File: src/rtl/out_unit_pkg.sv
// Shared definitions for the MIX character output unit.
// Unit numbers, block lengths, FSM state codes, ASCII control codes and
// the MIX-to-ASCII character table.
package out_unit_pkg;

   localparam int UNIT_TERM   = 19;
   localparam int UNIT_PRINT  = 18;
   localparam int WORDS_TERM  = 14;
   localparam int WORDS_PRINT = 24;

   localparam logic [7:0] ASCII_CR    = 8'h0D;
   localparam logic [7:0] ASCII_LF    = 8'h0A;
   localparam logic [7:0] ASCII_SPACE = 8'h20;

   localparam logic [2:0] ST_IDLE  = 3'd0;
   localparam logic [2:0] ST_FETCH = 3'd1;
   localparam logic [2:0] ST_SEND  = 3'd2;
   localparam logic [2:0] ST_CR    = 3'd3;
   localparam logic [2:0] ST_LF    = 3'd4;
   localparam logic [2:0] ST_DONE  = 3'd5;

   // Inverse of the IN unit's table; unassigned codes print as a space.
   function automatic logic [7:0] mix_to_ascii(input logic [5:0] c);
      logic [7:0] a;
      a = ASCII_SPACE;
      if (c >= 6'd1 && c <= 6'd9)
         a = 8'h40 + {2'b00, c};          // A..I
      else if (c >= 6'd11 && c <= 6'd19)
         a = 8'h3F + {2'b00, c};          // J..R
      else if (c >= 6'd22 && c <= 6'd29)
         a = 8'h3D + {2'b00, c};          // S..Z
      else if (c >= 6'd30 && c <= 6'd39)
         a = 8'h12 + {2'b00, c};          // 0..9
      else begin
         case (c)
            6'd40: a = 8'h2E;  // .
            6'd41: a = 8'h2C;  // ,
            6'd42: a = 8'h28;  // (
            6'd43: a = 8'h29;  // )
            6'd44: a = 8'h2B;  // +
            6'd45: a = 8'h2D;  // -
            6'd46: a = 8'h2A;  // *
            6'd47: a = 8'h2F;  // /
            6'd48: a = 8'h3D;  // =
            6'd49: a = 8'h24;  // $
            6'd50: a = 8'h3C;  // <
            6'd51: a = 8'h3E;  // >
            6'd52: a = 8'h40;  // @
            6'd53: a = 8'h3B;  // ;
            6'd54: a = 8'h3A;  // :
            6'd55: a = 8'h27;  // '
            default: a = ASCII_SPACE;
         endcase
      end
      return a;
   endfunction

endpackage

File: src/rtl/out_unit_if.sv
// CPU I/O bus between the CPU (master) and the output unit (slave).
// Carries the OUT strobe, block address, word fetch handshake and status.
interface out_unit_if;
   logic        start;
   logic [5:0]  field;
   logic [11:0] addressin;
   logic [11:0] addressout;
   logic        request;
   logic        load;
   logic [29:0] in;
   logic        stop;
   logic        busy;

   modport master (
      output start, field, addressin, load, in,
      input  addressout, request, stop, busy
   );

   modport slave (
      input  start, field, addressin, load, in,
      output addressout, request, stop, busy
   );
endinterface

File: src/rtl/out_unit_uart_tx.sv
// UART transmitter, 8N1, LSB first.
// Latency: start bit drives tx on the clock after valid & ready.
// Backpressure: ready is low for the whole frame, high again one cycle after the stop bit.
module uart_tx #(
   parameter int CLKS_PER_BIT = 104
) (
   input  logic       clk,
   input  logic       reset,
   input  logic [7:0] data,
   input  logic       valid,
   output logic       ready,
   output logic       tx
);
   localparam int CW = $clog2(CLKS_PER_BIT + 1);

   logic          active;
   logic [CW-1:0] clk_cnt;
   logic [3:0]    bit_cnt;
   logic [8:0]    shreg;

   assign ready = ~active;

   // Frame sequencer: start bit on accept, then 8 data bits and the stop bit.
   always_ff @(posedge clk or posedge reset) begin
      if (reset) begin
         active  <= 1'b0;
         clk_cnt <= '0;
         bit_cnt <= 4'd0;
         shreg   <= '1;
         tx      <= 1'b1;
      end else if (!active) begin
         if (valid) begin
            active  <= 1'b1;
            tx      <= 1'b0;
            shreg   <= {1'b1, data};
            bit_cnt <= 4'd0;
            clk_cnt <= '0;
         end
      end else if (clk_cnt == CW'(CLKS_PER_BIT - 1)) begin
         clk_cnt <= '0;
         if (bit_cnt == 4'd9) begin
            active <= 1'b0;
         end else begin
            tx      <= shreg[0];
            shreg   <= {1'b1, shreg[8:1]};
            bit_cnt <= bit_cnt + 4'd1;
         end
      end else begin
         clk_cnt <= clk_cnt + 1'b1;
      end
   end
endmodule

File: src/rtl/out_unit.sv
// MIX output unit: fetches a block of words and prints them as ASCII, then CR LF.
// Latency: stop pulses one cycle after an accepted start; first request the same cycle busy rises.
// Backpressure: request holds until load; characters wait for the UART to become ready.
import out_unit_pkg::*;

module out_unit #(
   parameter int CLKS_PER_BIT = 104,
   parameter int TERM_UNIT    = UNIT_TERM,
   parameter int PRINT_UNIT   = UNIT_PRINT,
   parameter int TERM_WORDS   = WORDS_TERM,
   parameter int PRINT_WORDS  = WORDS_PRINT
) (
   input  logic       clk,
   input  logic       reset,
   out_unit_if.slave  bus,
   output logic       tx
);
   logic [2:0]  state;
   logic [5:0]  unit;
   logic [11:0] addressout;
   logic [11:0] next_addr;
   logic        request;
   logic        stop;
   logic        busy;
   logic        pend;
   logic [29:0] word;
   logic [2:0]  char_cnt;
   logic [4:0]  word_cnt;
   logic [4:0]  blk_len;
   logic [4:0]  start_len;
   logic        tx_vld;
   logic        tx_rdy;
   logic [7:0]  tx_dat;
   logic        tx_acc;

   // Unknown units get length zero and finish without touching memory.
   function automatic logic [4:0] len_for(input logic [5:0] u);
      logic [4:0] n;
      if (u == 6'(TERM_UNIT))
         n = 5'(TERM_WORDS);
      else if (u == 6'(PRINT_UNIT))
         n = 5'(PRINT_WORDS);
      else
         n = 5'd0;
      return n;
   endfunction

   assign bus.addressout = addressout;
   assign bus.request    = request;
   assign bus.stop       = stop;
   assign bus.busy       = busy;

   // Block length of the latched unit and of the unit on the bus.
   always_comb begin
      blk_len   = len_for(unit);
      start_len = len_for(bus.field);
   end

   // Character source for the UART: top char of the word, or CR / LF.
   always_comb begin
      tx_vld = 1'b0;
      tx_dat = mix_to_ascii(word[29:24]);
      case (state)
         ST_SEND: tx_vld = 1'b1;
         ST_CR: begin
            tx_vld = 1'b1;
            tx_dat = ASCII_CR;
         end
         ST_LF: begin
            tx_vld = 1'b1;
            tx_dat = ASCII_LF;
         end
         default: tx_vld = 1'b0;
      endcase
   end

   assign tx_acc = tx_vld & tx_rdy;

   // Control FSM: fetch words, feed characters, close the line, chain a pending block.
   always_ff @(posedge clk or posedge reset) begin
      if (reset) begin
         state      <= ST_IDLE;
         unit       <= 6'd0;
         addressout <= 12'd0;
         next_addr  <= 12'd0;
         request    <= 1'b0;
         stop       <= 1'b0;
         busy       <= 1'b0;
         pend       <= 1'b0;
         word       <= 30'd0;
         char_cnt   <= 3'd0;
         word_cnt   <= 5'd0;
      end else begin
         stop <= 1'b0;
         // A start while busy queues one more block; the CPU stays stalled.
         if (bus.start && busy && !pend) begin
            next_addr <= bus.addressin;
            pend      <= 1'b1;
         end
         case (state)
            ST_IDLE: begin
               if (bus.start) begin
                  unit       <= bus.field;
                  addressout <= bus.addressin;
                  busy       <= 1'b1;
                  stop       <= 1'b1;
                  word_cnt   <= 5'd0;
                  if (start_len == 5'd0) begin
                     state <= ST_DONE;
                  end else begin
                     request <= 1'b1;
                     state   <= ST_FETCH;
                  end
               end
            end
            ST_FETCH: begin
               if (bus.load && request) begin
                  word       <= bus.in;
                  request    <= 1'b0;
                  addressout <= addressout + 12'd1;
                  char_cnt   <= 3'd0;
                  state      <= ST_SEND;
               end
            end
            ST_SEND: begin
               if (tx_acc) begin
                  word     <= {word[23:0], 6'd0};
                  char_cnt <= char_cnt + 3'd1;
                  if (char_cnt == 3'd4) begin
                     word_cnt <= word_cnt + 5'd1;
                     if (word_cnt + 5'd1 == blk_len) begin
                        state <= ST_CR;
                     end else begin
                        request <= 1'b1;
                        state   <= ST_FETCH;
                     end
                  end
               end
            end
            ST_CR: begin
               if (tx_acc) state <= ST_LF;
            end
            ST_LF: begin
               if (tx_acc) state <= ST_DONE;
            end
            ST_DONE: begin
               // A start landing in this very cycle counts as the pending block.
               if (pend || bus.start) begin
                  addressout <= pend ? next_addr : bus.addressin;
                  pend       <= 1'b0;
                  stop       <= 1'b1;
                  word_cnt   <= 5'd0;
                  if (blk_len != 5'd0) begin
                     request <= 1'b1;
                     state   <= ST_FETCH;
                  end
               end else begin
                  busy  <= 1'b0;
                  state <= ST_IDLE;
               end
            end
            default: state <= ST_IDLE;
         endcase
      end
   end

   uart_tx #(.CLKS_PER_BIT(CLKS_PER_BIT)) u_tx (
      .clk   (clk),
      .reset (reset),
      .data  (tx_dat),
      .valid (tx_vld),
      .ready (tx_rdy),
      .tx    (tx)
   );
endmodule
File: src/flat_wrapper.sv
// flat-port wrapper written by rule: the top's interface ports become plain ports
module out_unit_flat 
#(
   parameter int CLKS_PER_BIT = 104,
   parameter int TERM_UNIT    = UNIT_TERM,
   parameter int PRINT_UNIT   = UNIT_PRINT,
   parameter int TERM_WORDS   = WORDS_TERM,
   parameter int PRINT_WORDS  = WORDS_PRINT
)
  (clk, reset, tx, bus_start, bus_field, bus_addressin, bus_load, bus_in, bus_addressout, bus_request, bus_stop, bus_busy);
  out_unit_if bus_i ();
  input  logic clk;
  input  logic reset;
  output logic tx;
  input wire logic [$bits(bus_i.start)-1:0] bus_start;
  input wire logic [$bits(bus_i.field)-1:0] bus_field;
  input wire logic [$bits(bus_i.addressin)-1:0] bus_addressin;
  input wire logic [$bits(bus_i.load)-1:0] bus_load;
  input wire logic [$bits(bus_i.in)-1:0] bus_in;
  output wire logic [$bits(bus_i.addressout)-1:0] bus_addressout;
  output wire logic [$bits(bus_i.request)-1:0] bus_request;
  output wire logic [$bits(bus_i.stop)-1:0] bus_stop;
  output wire logic [$bits(bus_i.busy)-1:0] bus_busy;
  assign bus_i.start = bus_start;
  assign bus_i.field = bus_field;
  assign bus_i.addressin = bus_addressin;
  assign bus_i.load = bus_load;
  assign bus_i.in = bus_in;
  assign bus_addressout = bus_i.addressout;
  assign bus_request = bus_i.request;
  assign bus_stop = bus_i.stop;
  assign bus_busy = bus_i.busy;
  out_unit #(.CLKS_PER_BIT(CLKS_PER_BIT), .TERM_UNIT(TERM_UNIT), .PRINT_UNIT(PRINT_UNIT), .TERM_WORDS(TERM_WORDS), .PRINT_WORDS(PRINT_WORDS)) u_core (.clk(clk), .reset(reset), .bus(bus_i), .tx(tx));
endmodule
File: config.mk
export PLATFORM = sky130hd
export DESIGN_NAME = out_unit_flat
export DESIGN_NICKNAME = d
export VERILOG_FILES = /design/src/rtl/out_unit_pkg.sv /design/src/rtl/out_unit_if.sv /design/src/rtl/out_unit_uart_tx.sv /design/src/rtl/out_unit.sv /design/src/flat_wrapper.sv
export SDC_FILE = /design/constraint.sdc
export NUM_CORES = 1
export LEC_CHECK = 0
export BUFFER_PORTS_ARGS = -buffer_cell sky130_fd_sc_hd__clkbuf_2
export CAP_MARGIN = 20
export CORE_UTILIZATION = 53
export CTS_CLUSTER_SIZE = 8
export DETAILED_ROUTE_END_ITERATION = 10
export GPL_ROUTABILITY_DRIVEN = 0
export PLACE_DENSITY_LB_ADDON = 0.05
export SYNTH_ARGS = -nofsm -noshare
export SYNTH_HDL_FRONTEND = slang
export SYNTH_HIERARCHICAL = 1
export SYNTH_SLANG_ARGS = --single-unit
File: constraint.sdc
create_clock -name clk -period 8 [get_ports clk]
set_input_delay 0.8 -clock clk [delete_from_list [all_inputs] [get_ports clk]]
set_output_delay 0.8 -clock clk [all_outputs]
set_load 0.01 [all_outputs]
# After elaboration in Yosys (flattened, before gate mapping)
# Memory sizes are Yosys's and may differ from the RTL's.
# Index checks and enable logic that the tools add are counted.
[totals]
n_memories = 1
inputBits = 52
romBits = 448
wordCells = 164
out_inout_bits = 16
ff_bits = 97
[op_classes]
mux = 74
eq_ne = 27
reduce_logical = 27
order_cmp = 8
addsub = 9
n_bitwise = 2
[memory_table]
columns = ["name", "depth", "width", "read_ports", "rd_ports_with_merged_regs", "write_ports", "line", "rtl"]
rows = [
  ["(name not given)", 64, 7, 1, 0, 0, "out_unit_pkg.sv:35", "case (c)"],
]
[op_table]
columns = ["operator", "count"]
rows = [
  ["$mux 30", 2],
  ["$pmux 30 s2", 1],
  ["$mux 12", 4],
  ["$mux 5", 8],
  ["$mux 9", 4],
  ["$pmux 12 s3", 1],
  ["$mux 3", 11],
  ["$mux 8", 4],
  ["$eq 6x5->1 const B", 4],
  ["$mux 1", 24],
  ["$mux 7", 3],
  ["$pmux 3 s6", 1],
  ["$mux 4", 4],
  ["$ne 2x1->1 const B", 8],
  ["$pmux 8 s2", 1],
  ["$pmux 5 s3", 1],
  ["$add 6x6->7 const A", 2],
  ["$add 12x1->12 const B", 1],
  ["$ge 6x5->1 const B", 2],
  ["$le 6x5->1 const B", 2],
  ["$ne 2x2->1 const B", 5],
  ["$eq 3x3->1 const B", 3],
  ["$reduce_and 3->1", 3],
  ["$reduce_and 9->1", 1],
  ["36 further kinds", 47],
]

# Depth between registers and ports, before layout
# Gate-level depths: netlist of the first run.
[depth]
depth_word = 9
mapped_depth = 11
depth_no_buf = 10

# By module
# The synthesis of the first run kept the hierarchy.
[by_module_without_submodules]
columns = ["module", "cells_each", "area_each_um2", "n_inst", "seq_area_each_um2"]
rows = [
  ["out_unit", 520, 4648.2, 1, 1876.8],
  ["uart_tx", 107, 1219.9, 1, 536.8],
]

# Worst setup path after synthesis of the first run
# No wires, ideal clock.
[synth_path]
path_type = "reg2reg"
startpoint = "reg u_core.word[25]"
endpoint = "reg u_core.u_tx.shreg[0]"
synth_period_minus_slack_ns = 2.635
n_path_buf = 1
required_ns = 7.918
setup_time_ns = 0.082
t_arrival_ns = 2.552
path_stages_with_launch = 11
path_slack_ns = 5.365
path_cell_list = "dfrtp_1 -> buf_2 -> inv_1 -> ha_1 -> and4bb_2 -> a211oi_2 -> o21ba_2 -> a211oi_1 -> o21ai_1 -> mux2_2 -> mux2_4"
[synth_between]
elab_chain_len = 9
elab_cells_between_ends = 20
classes_between = "8 x order compare; 7 x mux; 4 x reduce/logical; 1 x memory"
[synth_lines]
columns = ["element", "line", "rtl"]
rows = [
  ["start: declaration", "out_unit.sv:26", "logic [29:0] word;"],
  ["start signal: assignment", "out_unit.sv:118", "word <= bus.in;"],
  ["start signal: assignment", "out_unit.sv:127", "word <= {word[23:0], 6'd0};"],
  ["branches (longest 5 deep; another with $mem_v2 64x7)", "--", ""],
  ["$mux 8 (*)", "out_unit_pkg.sv:26", "if (c >= 6'd1 && c <= 6'd9)"],
  ["$pmux 8 s2 (*)", "out_unit.sv:63", "case (state)"],
  ["named net u_core.tx_dat[0]", "out_unit.sv:33", "logic [7:0] tx_dat;"],
  ["$mux 9 (*)", "out_unit_uart_tx.sv:32", "if (valid) begin"],
  ["$mux 9 (*)", "out_unit_uart_tx.sv:31", "end else if (!active) begin"],
  ["end signal: assignment", "out_unit_uart_tx.sv:35", "shreg <= {1'b1, data};"],
  ["end signal: assignment", "out_unit_uart_tx.sv:45", "shreg <= {1'b1, shreg[8:1]};"],
  ["end: declaration", "out_unit_uart_tx.sv:19", "logic [8:0] shreg;"],
]
# Mark *: on every way through the listed nets, which the timed path passes. The select of a mux whose other input is x is not followed.
# A chain may end at the register's enable or synchronous reset.

# Worst setup path in the final report of the first run
# Same ends and word-level chain as after synthesis.

==> impl_metrics.toml, run 1 <==
[clocking]
cts_buffers = 9
clk_pin_slew_worst_paths_ns = 0.09
cts-resized-gates = 0
worstSkewPairLatency_ns = 0.38
cts_setup_buffers = 0
cts_tree = "built"
cts.sinks = 96
clk_path_buf_depth = 2
clockRootBuffer = "clkbuf_8"
postCtsHoldBufs = 0
cts_max_level = 3

[pwr]
combPwrFrac_pct = 44.1
clkPwrFrac_pct = 16.0
power.internal_mw = 1.27
switching_share_pct = 42.6
seqPwrFrac_pct = 39.9
power.static_leakage_nw = 2.80
power_mw = 2.21
powerDensity_nw_per_um2 = 342
p_switching_mw = 0.942
vdd_ir_drop_max_v = 0.000156

[cells_and_area]
antenna_cells = 0
mostFrequentLayoutCells = "87 x dfrtp_1, 67 x clkbuf_2, 60 x o21ai_0"
drive_gt1_share_pct = 22.2
fin_nets = 744
fillers = 920
final_common_cell = "dfrtp_1"
area_growth_pct = 10.1

[placed_design]
port_buffers = 67
dp_hpwl_mm = 8.61

[floorplanning]
initial_core_util_pct = 54.4
die_w_um = 107
rows = 38
die_area_um2 = 11500
die_h_um = 107
num_io_pins = 68
coreArea_um2 = 10800

[logic_synthesis]
syn_avg_cell_area_um2 = 9.36
ys.flop_type = "dfrtp_1"
yosysWarnings = 6
synth_edf_count = 0
seq_area_frac_synth_pct = 41.1
synth.net_count = 698
syn_area_um2 = 5870
ys_ff_latch = 96
yosysUniqueCellTypes = 71
syn-instance-count = 627
ys_async_sr_fraction_pct = 100

[detailed_routing]
drtPass1Iterations = 4
drc_errors = 0
via_per_inst = 5.80
num_vias = 4735
dr.first_iter.drc_count = 322
ant_nets = 0
routed_wl_mm = 12.4
wl_per_cell_um = 15.2

[global_routing]
grt_pass1_wl_mm = 21.3
grt_pass1_vias = 4487
grt_max_degree = 76
grt_usage_pct = 23.3
antenna_found_initial = 0
grt-ovfl-total = 0

[sta]
timing.fmax_ghz = 0.338
maxSlewViolCount = 0
clock_skew_ns = 0.0165
fin_setup_tns_ns = 0
slew-limit-headroom_pct = 35.7
setup_violations = 0
post-route-period-util_pct = 37.0
rsz0062_at_grt = "no"
worst_pin_slew_ns = 0.964
period_needed_ns = 2.96
hold_viol_final = 0

[worst_setup_path]
worstPathRequired_ns = 8.30
crit_arrival_ns = 3.26
critPathBufInv = 1
critPathKind = "reg2reg"
path_max_fanout = 13
path_cells = "inv_1 > ha_1 > and4bb_2 > a211oi_2 > o21ba_2 > a211oi_1 > o21ai_1 > mux2_2 > mux2_4"
cp_top_family = "compound AO/OA/AOI/OAI gates"
slowest_stage = "dfrtp_1"
crit_path_end_kind = "flop"
max_stage_delay_ns = 0.53
worst_setup_path_start_kind = "flop"

[run_status]
run_status = "finished clean"

[worst_hold_path]
hp-class = "reg2reg"

[job]
maxCapViolCount = 0
[registers in the layout, summed over array words and instances, names as in the netlist]
register / cells
u_core/word: 30
u_core/bus.addressout: 12
u_core/next_addr: 12
u_core/u_tx/shreg: 8
u_core/u_tx/clk_cnt: 7
u_core/unit: 6
u_core/word_cnt: 5
u_core/u_tx/bit_cnt: 4
u_core/char_cnt: 3
u_core/state: 3
u_core/bus.busy: 1
u_core/bus.request: 1
u_core/bus.stop: 1
u_core/pend: 1
u_core/u_tx/active: 1
u_core/u_tx/tx: 1
[worst paths after layout]
path / slack [ns] / from / endpoint / cells past startpoint
setup / recovery: 5.04 / u_core/word[25]$_DFFE_PP0P_ / u_core/u_tx/shreg[0]$_DFFE_PP1P_ / 9
hold / removal: 0.49 / u_core/u_tx/tx$_DFFE_PP1P_ / u_core/u_tx/tx$_DFFE_PP1P_ / 2
setup reg to reg: 5.04 / u_core/word[25]$_DFFE_PP0P_ / u_core/u_tx/shreg[0]$_DFFE_PP1P_ / 9
hold reg to reg: 0.49 / u_core/u_tx/tx$_DFFE_PP1P_ / u_core/u_tx/tx$_DFFE_PP1P_ / 2
max in group asynchronous: 6.69 / reset / u_core/word[21]$_DFFE_PP0P_ / 3
min in group asynchronous: 0.56 / reset / u_core/u_tx/bit_cnt[2]$_DFFE_PP0P_ / 2
[tightest hold or removal path: cells and delay by family (launching register included)]
| family | cells | cell delay (ns) |
|---|---|---|
| flip-flops | 1 | 0.38 |
| AND/OR/NAND/NOR | 2 | 0.10 |
[per-stage QoR]
| stage | hold slack, ns | setup WS, ns | utilization [%] | cells | cell area, um^2 |
|---|---|---|---|---|---|
| finish | 0.486 | 5.04 | 59.9 | 817 | 6460 |
| global route | 0.521 | 4.82 | 59.9 | 817 | 6460 |
| CTS | 0.493 | 5.06 | 59.9 | 817 | 6460 |
| detailed placement | 0.477 | 5.07 | 57.8 | 802 | 6240 |
| global placement | 0.465 | 5.11 | 57.6 | 801 | 6220 |
| floorplan | 0.449 | 5.29 | - | 627 | 5870 |
[kinds of logic (layout without fill, tap and decap cells)]
kind of cell	count (synthesis)	count (layout)	share of synthesized area [%]
AO/OA/AOI/OAI	180	180	19.7
XOR/XNOR	12	12	1.79
adder cells (fa/ha/maj)	19	19	4.05
buffers and inverters	56	106	4.52
flip-flops	96	96	41.1
multiplexers	62	62	11.7
other	1	1	0.0639
AND/OR/NAND/NOR	201	201	17.1
[per-layer routing]
layer | global-route usage [%] | routed length (um)
met3 | 3.95 | 536
met2 | 37.1 | 5850
met5 | 0 | 0
met4 | 8.81 | 190
met1 | 31.8 | 5860
[Yosys cell counts (3+ instances only)]
master	count	area share, %
dfrtp_1	87	37
o21ai_0	60	5.1
nand2_1	58	3.7
nor2_1	56	3.6
a21oi_1	38	3.2
mux2i_1	32	5.5
nand3_1	26	2.2
mux2_2	23	4.4
inv_1	21	1.3
ha_1	19	4.1
buf_2	17	1.4
a31oi_1	11	1.2
clkbuf_1	11	0.70
a21oi_2	10	1.5
dfstp_2	9	4.0
nand2b_1	8	0.85
nor3_1	8	0.68
a221oi_1	7	1.0
mux2_4	7	1.8
nand4_1	7	0.75
and3_1	6	0.64
nor2b_1	6	0.64
xnor2_1	6	0.90
xor2_1	6	0.90
a22o_1	5	0.75
a22oi_1	5	0.64
o22ai_1	5	0.53
o31ai_1	4	0.51
or3_1	4	0.43
a21o_1	3	0.38
buf_4	3	0.38
buf_6	3	0.58
nand3b_1	3	0.38
o21a_1	3	0.38
o21ai_1	3	0.26
[area by class of cell]
class / instances / area [um^2] / share of cell area (%)
multi-input combinational: 475 / 3200 / 49.5
sequential: 96 / 2410 / 37.3
timing repair buffer: 70 / 378 / 5.85
tap: 140 / 175 / 2.71
clock buffer: 10 / 138 / 2.13
clock inverter: 5 / 81.3 / 1.26
inverter: 21 / 80.1 / 1.24
[power by group through the flow]
stage	logic, mW	clock network [mW]	registers, mW
3_5_place_dp	0.969	0	0.891
3_3_place_gp	0.942	0	0.883
4_1_cts	0.975	0.367	0.881
5_1_grt	1.10	0.385	0.916
6_report	0.975	0.355	0.883
2_1_floorplan	0.830	0	0.788
(Power assumes the default switching activity.)
==> inputs of run 2 (changes only) <==
--- a/config.mk
+++ b/config.mk
@@ -5,6 +5,7 @@
 export SDC_FILE = /design/constraint.sdc
 export NUM_CORES = 1
 export LEC_CHECK = 0
+export ABC_AREA = 1
 export BUFFER_PORTS_ARGS = -buffer_cell sky130_fd_sc_hd__clkbuf_2
 export CAP_MARGIN = 20
 export CORE_UTILIZATION = 53
==> constraint.sdc (replaced) <==
create_clock -name clk -period 2.94 [get_ports clk]
set_input_delay 0.294 -clock clk [delete_from_list [all_inputs] [get_ports clk]]
set_output_delay 0.294 -clock clk [all_outputs]
set_load 0.01 [all_outputs]
==> run 2 against run 1 <==
- via count increased by 12%
- clock power rose to 3.5 times the previous value
- worst hold slack got worse by 0.48 ns
- routed wire length increased by 8.3%
- largest power group unchanged
==> impl_metrics.toml, run 2 <==
[sta]
worst_pin_slew_ns = 0.800
clock_skew_ns = 0.00625
period_needed_ns = 2.35
hold_viol_final = 0
rsz0062_at_grt = "no"
fin_ws_ns = 0.586
fin_setup_tns_ns = 0
setup_violations = 0
slew-limit-headroom_pct = 46.6
post-route-period-util_pct = 80.1
timing.fmax_ghz = 0.425
maxSlewViolCount = 0

[clocking]
cts_max_level = 3
cts_buffers = 9
cts_tree = "built"
worstSkewPairLatency_ns = 0.35
clockRootBuffer = "clkbuf_16"
clk_path_buf_depth = 2
cts_setup_buffers = 0
postCtsHoldBufs = 0
cts.sinks = 96
cts-resized-gates = 0
clk_pin_slew_worst_paths_ns = 0.06

[logic_synthesis]
yosysTopAreaCell = "dfrtp_1"
syn_avg_cell_area_um2 = 7.79
yosysTopAreaCellShare_pct = 35.1
ys_ff_latch = 96
seq_area_frac_synth_pct = 38.9
ys_async_sr_fraction_pct = 100
synth_common_cells = "224 x nand2_1, 95 x inv_1, 87 x dfrtp_1"
syn_area_um2 = 6210
synth_area_leaders = "dfrtp_1 35%, nand2_1 14%, inv_1 5.7%, nand3_1 4.2%, ha_1 3.8%"
syn-instance-count = 797
synth_edf_count = 0
yosysUniqueCellTypes = 50
yosysWarnings = 6
synth_most_common_cell = "nand2_1"
synth.net_count = 868
ys.flop_type = "dfrtp_1"

[detailed_routing]
drtPass1Iterations = 5
ant_nets = 0
num_vias = 5314
dr.first_iter.drc_count = 370
wl_per_cell_um = 13.5
routed_wl_mm = 13.5
via_per_inst = 5.31
drc_errors = 0

[placed_design]
dp_hpwl_mm = 9.91
dp_slack_ns = 0.634
dp_cells = 985
port_buffers = 67

[cells_and_area]
final_common_cell = "nand2_1"
fillers = 1029
area_growth_pct = 10.9
layoutNonFillerInstCount = 1001
drive_gt1_share_pct = 22.4
largest_reg_flops = 30
antenna_cells = 0
top_regs = "u_core/word (30), u_core/bus.addressout (12), u_core/next_addr (12)"
top_register = "u_core/word"
mostFrequentLayoutCells = "224 x nand2_1, 94 x inv_1, 87 x dfrtp_1"
multi_input_area_um2 = 3170
fin_nets = 924
register_area_um2 = 2410

[global_routing]
grt_usage_pct = 24.2
grt_max_degree = 42
grt_pass1_vias = 4978
grt_pass1_wl_mm = 22.8
grt-ovfl-total = 0
antenna_found_initial = 0

[worst_setup_path]
slowest_stage = "dfrtp_1"
crit_arrival_ns = 2.64
critPathMostFrequentCell = "nand2_1"
critPathKind = "reg2reg"
path_cells = "inv_1 > ha_1 > nand3_1 > o21ai_0 > nand2_1 > nand3_1 > o21ai_0 > inv_1 > nand2_1 > nand2_1 > nand2_1 > nand2_1 > nand4_1 > nand2_1"
crit_path_end_kind = "flop"
worstPathRequired_ns = 3.22
path_max_fanout = 11
max_stage_delay_ns = 0.56
worst_setup_path_start_kind = "flop"

[floorplanning]
die_w_um = 110
num_io_pins = 68
die_h_um = 110
coreArea_um2 = 11400
die_area_um2 = 12200
rows = 39
initial_core_util_pct = 54.4

[run_status]
run_status = "finished clean"

[worst_hold_path]
hp-class = "in2async"

[job]
maxCapViolCount = 0

[pwr]
power.static_leakage_nw = 3.39
vdd_ir_drop_max_v = 0.000539
powerDensity_nw_per_um2 = 1030
## run 2: changes by cell type after synthesis, sizes merged, moves of 25 or more
| cell | change |
|---|---|
| o211ai | +25 |
| nand3 | +29 |
| inv | +83 |
| nand2 | +187 |
| a21oi | -34 |
| mux2i | -31 |
## run 2: metrics by stage
stage               hold slack, ns  cell area [um^2]  power [mW]  utilization (%)
finish                     0.00669              6880        7.10             60.3
global route                0.0433              6880        7.76             60.3
CTS                         0.0164              6880        7.12             60.3
detailed placement           0.391              6580        5.85             57.6
global placement             0.398              6580        5.77             57.6
floorplan                    0.264              6210        5.13                -
## run 2: logic make-up after synthesis
group                    Yosys count  synth area share, %
adder cells (fa/ha/maj)           19                 3.83
AND/OR/NAND/NOR                  395                 28.7
AO/OA/AOI/OAI                    131                 15.0
other                              1               0.0604
flip-flops                        96                 38.9
buffers and inverters            135                 10.1
XOR/XNOR                           8                 1.13
multiplexers                      12                 2.36
## run 2: worst max-delay path: cells and delay by family (launching register included)
kind,cells,cell delay (ns)
adder cells (fa/ha/maj),1,0.31
AND/OR/NAND/NOR,9,0.76
AO/OA/AOI/OAI,2,0.33
flip-flops,1,0.56
buffers and inverters,2,0.32
## run 2: power by group
part	internal (mW)	switching, mW
sequential	1.94	0.533
clock	0.748	0.481
combinational	1.25	2.15
total	3.93	3.16
## run 2: cell type report
type / count / area share (%)
flip-flops and latches: 96 / 35.1
clock inverters: 3 / 1.00
repair buffers: 73 / 5.89
clock buffers: 13 / 3.49
multi-input cells: 566 / 46.0
inverters: 107 / 5.93
well taps: 143 / 2.60
## run 2: layer usage
layer	share of wire (%)	global-route usage (%)
met5	0	0
met2	47	39.4
met4	1.8	9.59
met1	47	31.9
met3	5.0	4.53
## run 2: worst paths after layout
path                                             start                                to  slack (ns)  cells past startpoint
min reg2reg                 u_core/u_tx/tx$_DFFE_PP1P_        u_core/u_tx/tx$_DFFE_PP1P_        0.46                      2
min                                              reset       u_core/state[2]$_DFFE_PP0P_       0.007                      2
max reg2reg                u_core/word[25]$_DFFE_PP0P_  u_core/u_tx/shreg[1]$_DFFE_PP1P_        0.59                     14
min in group clk                             bus_in[2]        u_core/word[2]$_DFFE_PP0P_        0.16                      3
max                        u_core/word[25]$_DFFE_PP0P_  u_core/u_tx/shreg[1]$_DFFE_PP1P_        0.59                     14
max in group asynchronous                        reset       u_core/word[24]$_DFFE_PP0P_        2.23                      3
